**src/rtl/vga_timing_pkg.sv**
```systemverilog
// -----------------------------------------------------------------------------
// vga_timing_pkg
//
// Shared raster geometry for the VGA front end and the renderer.
//   - 640x480@60 Hz porch / sync / visible constants for both axes
//   - derived totals and sync window bounds (start inclusive, end exclusive)
//   - coordinate width and CPU register-file geometry
//   - small helpers used by the axis counters
// -----------------------------------------------------------------------------
package vga_timing_pkg;

    // Horizontal timing, in pixels
    localparam int unsigned H_VISIBLE = 640;
    localparam int unsigned H_FP      = 16;
    localparam int unsigned H_SYNC    = 96;
    localparam int unsigned H_BP      = 48;

    // Vertical timing, in lines
    localparam int unsigned V_VISIBLE = 480;
    localparam int unsigned V_FP      = 10;
    localparam int unsigned V_SYNC    = 2;
    localparam int unsigned V_BP      = 33;

    localparam int unsigned H_TOTAL     = H_VISIBLE + H_FP + H_SYNC + H_BP;
    localparam int unsigned V_TOTAL     = V_VISIBLE + V_FP + V_SYNC + V_BP;

    // Sync windows: [START, END)
    localparam int unsigned HSYNC_START = H_VISIBLE + H_FP;
    localparam int unsigned HSYNC_END   = H_VISIBLE + H_FP + H_SYNC;
    localparam int unsigned VSYNC_START = V_VISIBLE + V_FP;
    localparam int unsigned VSYNC_END   = V_VISIBLE + V_FP + V_SYNC;

    localparam int unsigned COORD_W     = 11;

    // CPU register file as seen by the renderer
    localparam int unsigned NUM_REGS    = 10;
    localparam int unsigned REG_W       = 16;
    localparam int unsigned REGFILE_W   = NUM_REGS * REG_W;

    typedef logic [COORD_W-1:0]   coord_t;
    typedef logic [REGFILE_W-1:0] regfile_t;
    typedef logic [REG_W-1:0]     word_t;

    // Wrapping increment of an axis counter whose last legal value is 'last'.
    function automatic coord_t coord_advance(input coord_t value, input coord_t last);
        coord_t result;
        if (value == last) begin
            result = '0;
        end else begin
            result = value + coord_t'(1);
        end
        return result;
    endfunction

    // True when lo <= value < hi.
    function automatic logic coord_in_window(input coord_t value, input coord_t lo,
                                             input coord_t hi);
        return (value >= lo) && (value < hi);
    endfunction

endpackage

```
**src/rtl/vga_axis_counter.sv**
```systemverilog
// -----------------------------------------------------------------------------
// vga_axis_counter
//
// One raster axis (horizontal or vertical). Counts 0..TOTAL-1 on each enable
// and wraps. Sync and active flags are registered from the next-state count so
// they line up with 'count' on the same clock (no one-cycle skew).
//
// Ports
//   clk     in   system clock
//   rst     in   synchronous, active-high reset (count = 0, sync_n = 1, active = 1)
//   enable  in   advance the counter this clock
//   count   out  current position, 0..TOTAL-1
//   wrap    out  combinational: enable is high and count is at TOTAL-1
//   sync_n  out  low while SYNC_START <= count < SYNC_END
//   active  out  high while count < VISIBLE
// -----------------------------------------------------------------------------
module vga_axis_counter
    import vga_timing_pkg::*;
#(
    parameter int unsigned TOTAL      = 800,
    parameter int unsigned SYNC_START = 656,
    parameter int unsigned SYNC_END   = 752,
    parameter int unsigned VISIBLE    = 640
) (
    input  logic               clk,
    input  logic               rst,
    input  logic               enable,
    output logic [COORD_W-1:0] count,
    output logic               wrap,
    output logic               sync_n,
    output logic               active
);

    localparam coord_t LAST     = coord_t'(TOTAL - 1);
    localparam coord_t SYNC_LO  = coord_t'(SYNC_START);
    localparam coord_t SYNC_HI  = coord_t'(SYNC_END);
    localparam coord_t VIS_END  = coord_t'(VISIBLE);

    coord_t count_next;

    always_comb begin
        wrap       = enable && (count == LAST);
        count_next = count;
        if (enable) begin
            count_next = coord_advance(count, LAST);
        end
    end

    always_ff @(posedge clk) begin
        if (rst) begin
            count  <= '0;
            sync_n <= 1'b1;
            active <= 1'b1;
        end else begin
            count  <= count_next;
            sync_n <= ~coord_in_window(count_next, SYNC_LO, SYNC_HI);
            active <= (count_next < VIS_END);
        end
    end

endmodule

```
**src/rtl/vga_timing_snapshot.sv**
```systemverilog
// -----------------------------------------------------------------------------
// vga_timing_snapshot
//
// Front end of the VGA renderer. Divides the system clock into a pixel strobe,
// runs the horizontal/vertical raster counters and produces sync/visible
// flags aligned with x/y. Also holds a frame-stable copy of the CPU register
// file and PC, refreshed only on entry to vertical blank so the renderer never
// draws a frame that mixes old and new register values.
//
// Ports
//   clk            in   system clock (only clock)
//   rst            in   synchronous, active-high reset
//   snap_en        in   1 = refresh snapshot at each vblank entry, 0 = hold
//   registers_in   in   live register file, NUM_REGS x REG_W
//   pc_in          in   live program counter
//   x, y           out  raster position
//   hsync, vsync   out  active-low syncs for the current x/y
//   visible        out  current x/y lies inside the visible area
//   pix_en         out  one-clock strobe per pixel period
//   frame_start    out  one-clock pulse when the raster wraps to (0, 0)
//   registers_out  out  snapshot of registers_in
//   pc_out         out  snapshot of pc_in
// -----------------------------------------------------------------------------
module vga_timing_snapshot
    import vga_timing_pkg::*;
#(
    parameter int unsigned DIV       = 2,
    parameter int unsigned H_VISIBLE = vga_timing_pkg::H_VISIBLE,
    parameter int unsigned H_FP      = vga_timing_pkg::H_FP,
    parameter int unsigned H_SYNC    = vga_timing_pkg::H_SYNC,
    parameter int unsigned H_BP      = vga_timing_pkg::H_BP,
    parameter int unsigned V_VISIBLE = vga_timing_pkg::V_VISIBLE,
    parameter int unsigned V_FP      = vga_timing_pkg::V_FP,
    parameter int unsigned V_SYNC    = vga_timing_pkg::V_SYNC,
    parameter int unsigned V_BP      = vga_timing_pkg::V_BP
) (
    input  logic                          clk,
    input  logic                          rst,
    input  logic                          snap_en,
    input  logic [NUM_REGS*REG_W-1:0]     registers_in,
    input  logic [REG_W-1:0]              pc_in,
    output logic [COORD_W-1:0]            x,
    output logic [COORD_W-1:0]            y,
    output logic                          hsync,
    output logic                          vsync,
    output logic                          visible,
    output logic                          pix_en,
    output logic                          frame_start,
    output logic [NUM_REGS*REG_W-1:0]     registers_out,
    output logic [REG_W-1:0]              pc_out
);

    localparam int unsigned H_TOT    = H_VISIBLE + H_FP + H_SYNC + H_BP;
    localparam int unsigned V_TOT    = V_VISIBLE + V_FP + V_SYNC + V_BP;
    localparam int unsigned HS_START = H_VISIBLE + H_FP;
    localparam int unsigned HS_END   = H_VISIBLE + H_FP + H_SYNC;
    localparam int unsigned VS_START = V_VISIBLE + V_FP;
    localparam int unsigned VS_END   = V_VISIBLE + V_FP + V_SYNC;

    // Divider is 3 bits wide, enough for DIV up to 8.
    localparam logic [2:0] DIV_LAST     = 3'(DIV - 1);
    localparam coord_t     V_LAST_VIS   = coord_t'(V_VISIBLE - 1);

    logic [2:0] div_cnt;
    logic [2:0] div_next;

    coord_t     h_count;
    coord_t     v_count;
    logic       h_wrap;
    logic       v_wrap;
    logic       h_sync_n;
    logic       v_sync_n;
    logic       h_active;
    logic       v_active;
    logic       v_enable;
    logic       snap_trig;

    // ---- pixel divider: pix_en registered from the next divider value ----
    always_comb begin
        div_next = div_cnt + 3'd1;
        if (div_cnt == DIV_LAST) begin
            div_next = 3'd0;
        end
    end

    always_ff @(posedge clk) begin
        if (rst) begin
            div_cnt <= 3'd0;
            pix_en  <= 1'b0;
        end else begin
            div_cnt <= div_next;
            pix_en  <= (div_next == DIV_LAST);
        end
    end

    // ---- raster counters: vertical steps on the pixel that wraps x ----
    assign v_enable = pix_en & h_wrap;

    vga_axis_counter #(
        .TOTAL      (H_TOT),
        .SYNC_START (HS_START),
        .SYNC_END   (HS_END),
        .VISIBLE    (H_VISIBLE)
    ) u_h_axis (
        .clk    (clk),
        .rst    (rst),
        .enable (pix_en),
        .count  (h_count),
        .wrap   (h_wrap),
        .sync_n (h_sync_n),
        .active (h_active)
    );

    vga_axis_counter #(
        .TOTAL      (V_TOT),
        .SYNC_START (VS_START),
        .SYNC_END   (VS_END),
        .VISIBLE    (V_VISIBLE)
    ) u_v_axis (
        .clk    (clk),
        .rst    (rst),
        .enable (v_enable),
        .count  (v_count),
        .wrap   (v_wrap),
        .sync_n (v_sync_n),
        .active (v_active)
    );

    assign x       = h_count;
    assign y       = v_count;
    assign hsync   = h_sync_n;
    assign vsync   = v_sync_n;
    // Both flags are flops aligned with x/y, so their AND is skew-free.
    assign visible = h_active & v_active;

    // ---- frame pulse and snapshot: both fire on the stepping pixel ----
    // v_wrap is true only on the pix_en clock that takes (last, last) to
    // (0, 0), so the registered pulse lands on the first clock at (0, 0).
    // Reset clears it, so reset release never produces a pulse.
    always_ff @(posedge clk) begin
        if (rst) begin
            frame_start <= 1'b0;
        end else begin
            frame_start <= v_wrap;
        end
    end

    // Last pixel of the last visible line: the raster is about to enter
    // vertical blank, so loading here keeps the visible region stable.
    assign snap_trig = h_wrap && (v_count == V_LAST_VIS);

    always_ff @(posedge clk) begin
        if (rst) begin
            registers_out <= '0;
            pc_out        <= '0;
        end else if (snap_trig && snap_en) begin
            registers_out <= registers_in;
            pc_out        <= pc_in;
        end
    end

endmodule

```
**config.mk**
```make
export PLATFORM = sky130hd
export DESIGN_NAME = vga_timing_snapshot
export DESIGN_NICKNAME = d
export VERILOG_FILES = /design/src/rtl/vga_timing_pkg.sv /design/src/rtl/vga_axis_counter.sv /design/src/rtl/vga_timing_snapshot.sv
export SDC_FILE = /design/constraint.sdc
export NUM_CORES = 1
export LEC_CHECK = 0
export ABC_AREA = 1
export BUFFER_PORTS_ARGS = -buffer_cell sky130_fd_sc_hd__buf_2
export CAP_MARGIN = 20
export CORE_AREA = 2 2 150 152
export CTS_BUF_LIST = sky130_fd_sc_hd__clkbuf_8
export DETAILED_ROUTE_END_ITERATION = 7
export DIE_AREA = 0 0 152 154
export PLACE_DENSITY = 0.69
export RECOVER_POWER = 25
export SLEW_MARGIN = 20
export SYNTH_ARGS = -nofsm -noshare
export SYNTH_HDL_FRONTEND = slang
export SYNTH_SLANG_ARGS = --single-unit
```
**constraint.sdc**
```tcl
create_clock -name clk -period 1.65 [get_ports clk]
set_input_delay 0.0825 -clock clk [delete_from_list [all_inputs] [get_ports clk]]
set_output_delay 0.0825 -clock clk [all_outputs]
set_load 0.02 [all_outputs]
```
==> results.py <==
metrics = {
    "route": {
        "routed.top_layer": "met4",
        "wl_met2_mm": 18.4,
        "ant_nets": 0,
        "vias": 10677,
        "dr.pass1.iters": 5,
        "viasPerCell": 5.32,
        "wl_per_cell_um": 18.0,
        "drt_wl_total_mm": 36.2,
        "drcViolationCount": 0,
        "met1_length_mm": 13.1,
        "drtIter0Drc": 711,
        "wl_met3_mm": 2.97,
    },
    "layout": {
        "syn2layout_area_growth_pct": 85.8,
        "antennaDiodeCount": 0,
        "layout-drive-gt1-share": 0.447,
        "mostFrequentLayoutCells": "buf_2 (382), nor2_1 (213), dfxtp_1 (201)",
        "final_common_cell": "buf_2",
        "fin_nets": 1887,
        "final_core_util": 0.691,
    },
    "floorplanning": {
        "dieWidth_um": 152,
        "ioPinCount": 382,
        "start_util": 0.372,
        "die_y_um": 154,
        "die_area_um2": 23400,
        "rows": 54,
        "core_area_um2": 21700,
    },
    "global_route": {
        "grt_pass1_wl_mm": 49.1,
        "grt_pass1_vias": 10104,
        "grt_max_degree": 95,
        "grt-ovfl-total": 0,
        "antenna_found_initial": 0,
        "track_usage": 0.250,
    },
    "pwr": {
        "power_density_nw_per_um2": 686,
        "p_leak_nw": 6.88,
        "report.power.total_mw": 10.3,
        "vdd_drop_max_v": 0.000599,
    },
    "synth": {
        "ys_seq_area_frac": 0.514,
        "syn_nets": 1236,
        "synth-edff-count": 0,
        "ys_warn_count": 0,
        "async_flop_share": 0,
        "avgSynthCellArea_um2": 7.65,
        "ys.flop_type": "dfxtp_1",
        "ys_ff_latch": 207,
        "syn_area_um2": 8060,
        "yosysUniqueCellTypes": 27,
        "netlist_instances": 1054,
    },
    "cts": {
        "clockRootBuffer": "clkbuf_8",
        "cts_tree": "done",
        "htree_levels": 2,
        "cts_buffer_depth": 3,
        "clkLatencyLatePin_ns": 0.51,
        "clk_pin_slew_ns": 0.07,
        "cts-buffers-inserted": 35,
        "cts_sinks": 207,
    },
    "place": {
        "gp_congestion": 0.863,
        "port_buffers": 381,
        "dp_hpwl_mm": 18.3,
    },
    "min_path": {
        "hp-class": "input port to flop",
        "hold_start": "snap_en",
        "worstHoldEndpoint": "registers_out[9]",
        "min_path_cells": 5,
    },
    "timing": {
        "rsz0062_at_grt": "true",
        "slew_headroom": 0.607,
        "whs_ns": 0.307,
        "tightestPinTransition_ns": 0.587,
        "setup_violations": 182,
        "fin_crit_sh": 1.12,
        "fin_crit_ns": 1.85,
        "drv_slew": 0,
        "fin_worst_skew_ns": 0.0181,
        "max_freq_mhz": 539,
        "setup_slack_ns": -0.205,
        "hold_violations": 0,
    },
    "setup_path": {
        "startpoint": "u_v_axis.count[0]",
        "crit-reg2reg-launch": "u_v_axis.count[0]",
        "startpoint_type": "flop",
        "path_depth": 9,
        "path_buf_inv": 3,
        "slowest_delay_ns": 0.36,
        "critPathKind": "flop to flop",
        "end_kind": "flop",
        "timing.rr.end": "registers_out[99]",
        "cpMostUsedCell": "buf_4",
        "ff2ff_setup_slack_ns": -0.20,
        "cp_max_fo": 25,
        "worst_ep_required_time_ns": 2.04,
        "path_cells": "ha_4 > nand3_4 > nor2_4 > nand4_4 > buf_4 > buf_8 > buf_4 > nor3_1 > nor2_1",
        "crit_arrival_ns": 2.24,
        "cp_slowest_cell": "dfxtp_4",
        "rr_worst_depth": 9,
        "crit_family": "simple AND/OR/NAND/NOR gates",
    },
    "outcome": {
        "status": "finished with violations",
        "violations": "setup timing",
    },
    "job": {
        "cap_violations": 0,
    },
}
## kinds of logic (layout without fill, tap and decap cells)
| logic type | count (synthesis) | after routing | share of synthesized area |
|---|---|---|---|
| AND/OR/NAND/NOR | 535 | 536 | 0.292 |
| flip-flops | 207 | 207 | 0.514 |
| AO/OA/AOI/OAI | 188 | 188 | 0.117 |
| buffers and inverters | 118 | 791 | 0.0688 |
| adder cells (fa/ha/maj) | 3 | 3 | 0.00466 |
| XOR/XNOR | 3 | 3 | 0.00326 |
## worst max-delay path by stage
stage / end
2_1_floorplan: pc_out[15]
3_3_place_gp: registers_out[125]
3_5_place_dp: registers_out[62]
4_1_cts: registers_out[114]
5_1_grt: registers_out[83]
6_report: registers_out[99]
## synthesized netlist by cell type (2+ instances only)
cell type	instances	area (µm²)
buf_4	5	37.5
dfxtp_1	207	4140
buf_6	11	124
o21ai_1	94	470
inv_1	37	139
buf_1	2	7.51
nand3_2	2	20.0
buf_2	8	40.0
a21oi_1	4	20.0
nand4_1	6	37.5
ha_1	3	37.5
nand2_1	72	270
clkbuf_1	55	206
xor2_1	3	26.3
nand3_1	25	125
nor2_2	2	12.5
nor2_1	232	871
nor3_1	189	946
o21ai_0	89	445
## repair_timing
item / 4_1_cts / 5_1_grt
hold endpoints to repair: 183 / 0
gates cloned: 3 / 15
hold buffers: 177 / 0
buffers inserted: 11 / 15
gates resized for setup: 66 / 256
pin swaps: 15 / 101
setup endpoints to repair: 183 / 187
## flip-flops by register name (all words and copies together) (netlist names)
| name | flops |
|---|---|
| u_h_axis.active | 1 |
| registers_out | 160 |
| pix_en | 1 |
| frame_start | 1 |
| u_v_axis.active | 1 |
| pc_out | 16 |
| div_cnt | 3 |
| u_h_axis.sync_n | 1 |
| u_v_axis.count | 11 |
| u_h_axis.count | 11 |
| u_v_axis.sync_n | 1 |
## where the power goes
group          switching, mW  internal [mW]  total [mW]  leakage [nW]
clock                   2.10           2.38        4.48         0.399
sequential           0.00727           5.00        5.01          1.67
combinational          0.311          0.478       0.789          4.81
## worst register-to-register path, delay by kind of cell, from the launching register on
family | cells | cell delay (ns)
DFF | 1 | 0.36
buffers and inverters | 3 | 0.53
adders and majority gates | 1 | 0.15
and+or+nand+nor | 5 | 0.69
## final cells by class
class	count	area (µm²)
clock buffer	44	606
clock inverter	16	62.6
fill	1475	6710
inverter	37	146
multi-input combinational	730	4370
sequential	207	4160
tap	280	350
timing repair buffer	694	5290
## per-layer routing
layer,track usage,vias to the layer above
met5,0,-
met4,0.123,0
met3,0.0609,154
met2,0.444,635
met1,0.280,5033
li1,-,4855
## per-stage QoR
step           setup slack [ns]  cell area (µm²)  instances  TNS (ns)
2_1_floorplan           -0.0214             8120       1054     -3.09
3_3_place_gp             -0.113            10800       1731    -14.27
3_5_place_dp             -0.165            10800       1731    -19.61
4_1_cts                  -0.108            13600       1982    -10.97
5_1_grt                  -0.286            15000       2008    -33.38
6_report                 -0.205            15000       2008    -15.00
No activity file was read; power rests on OpenSTA's default activity.
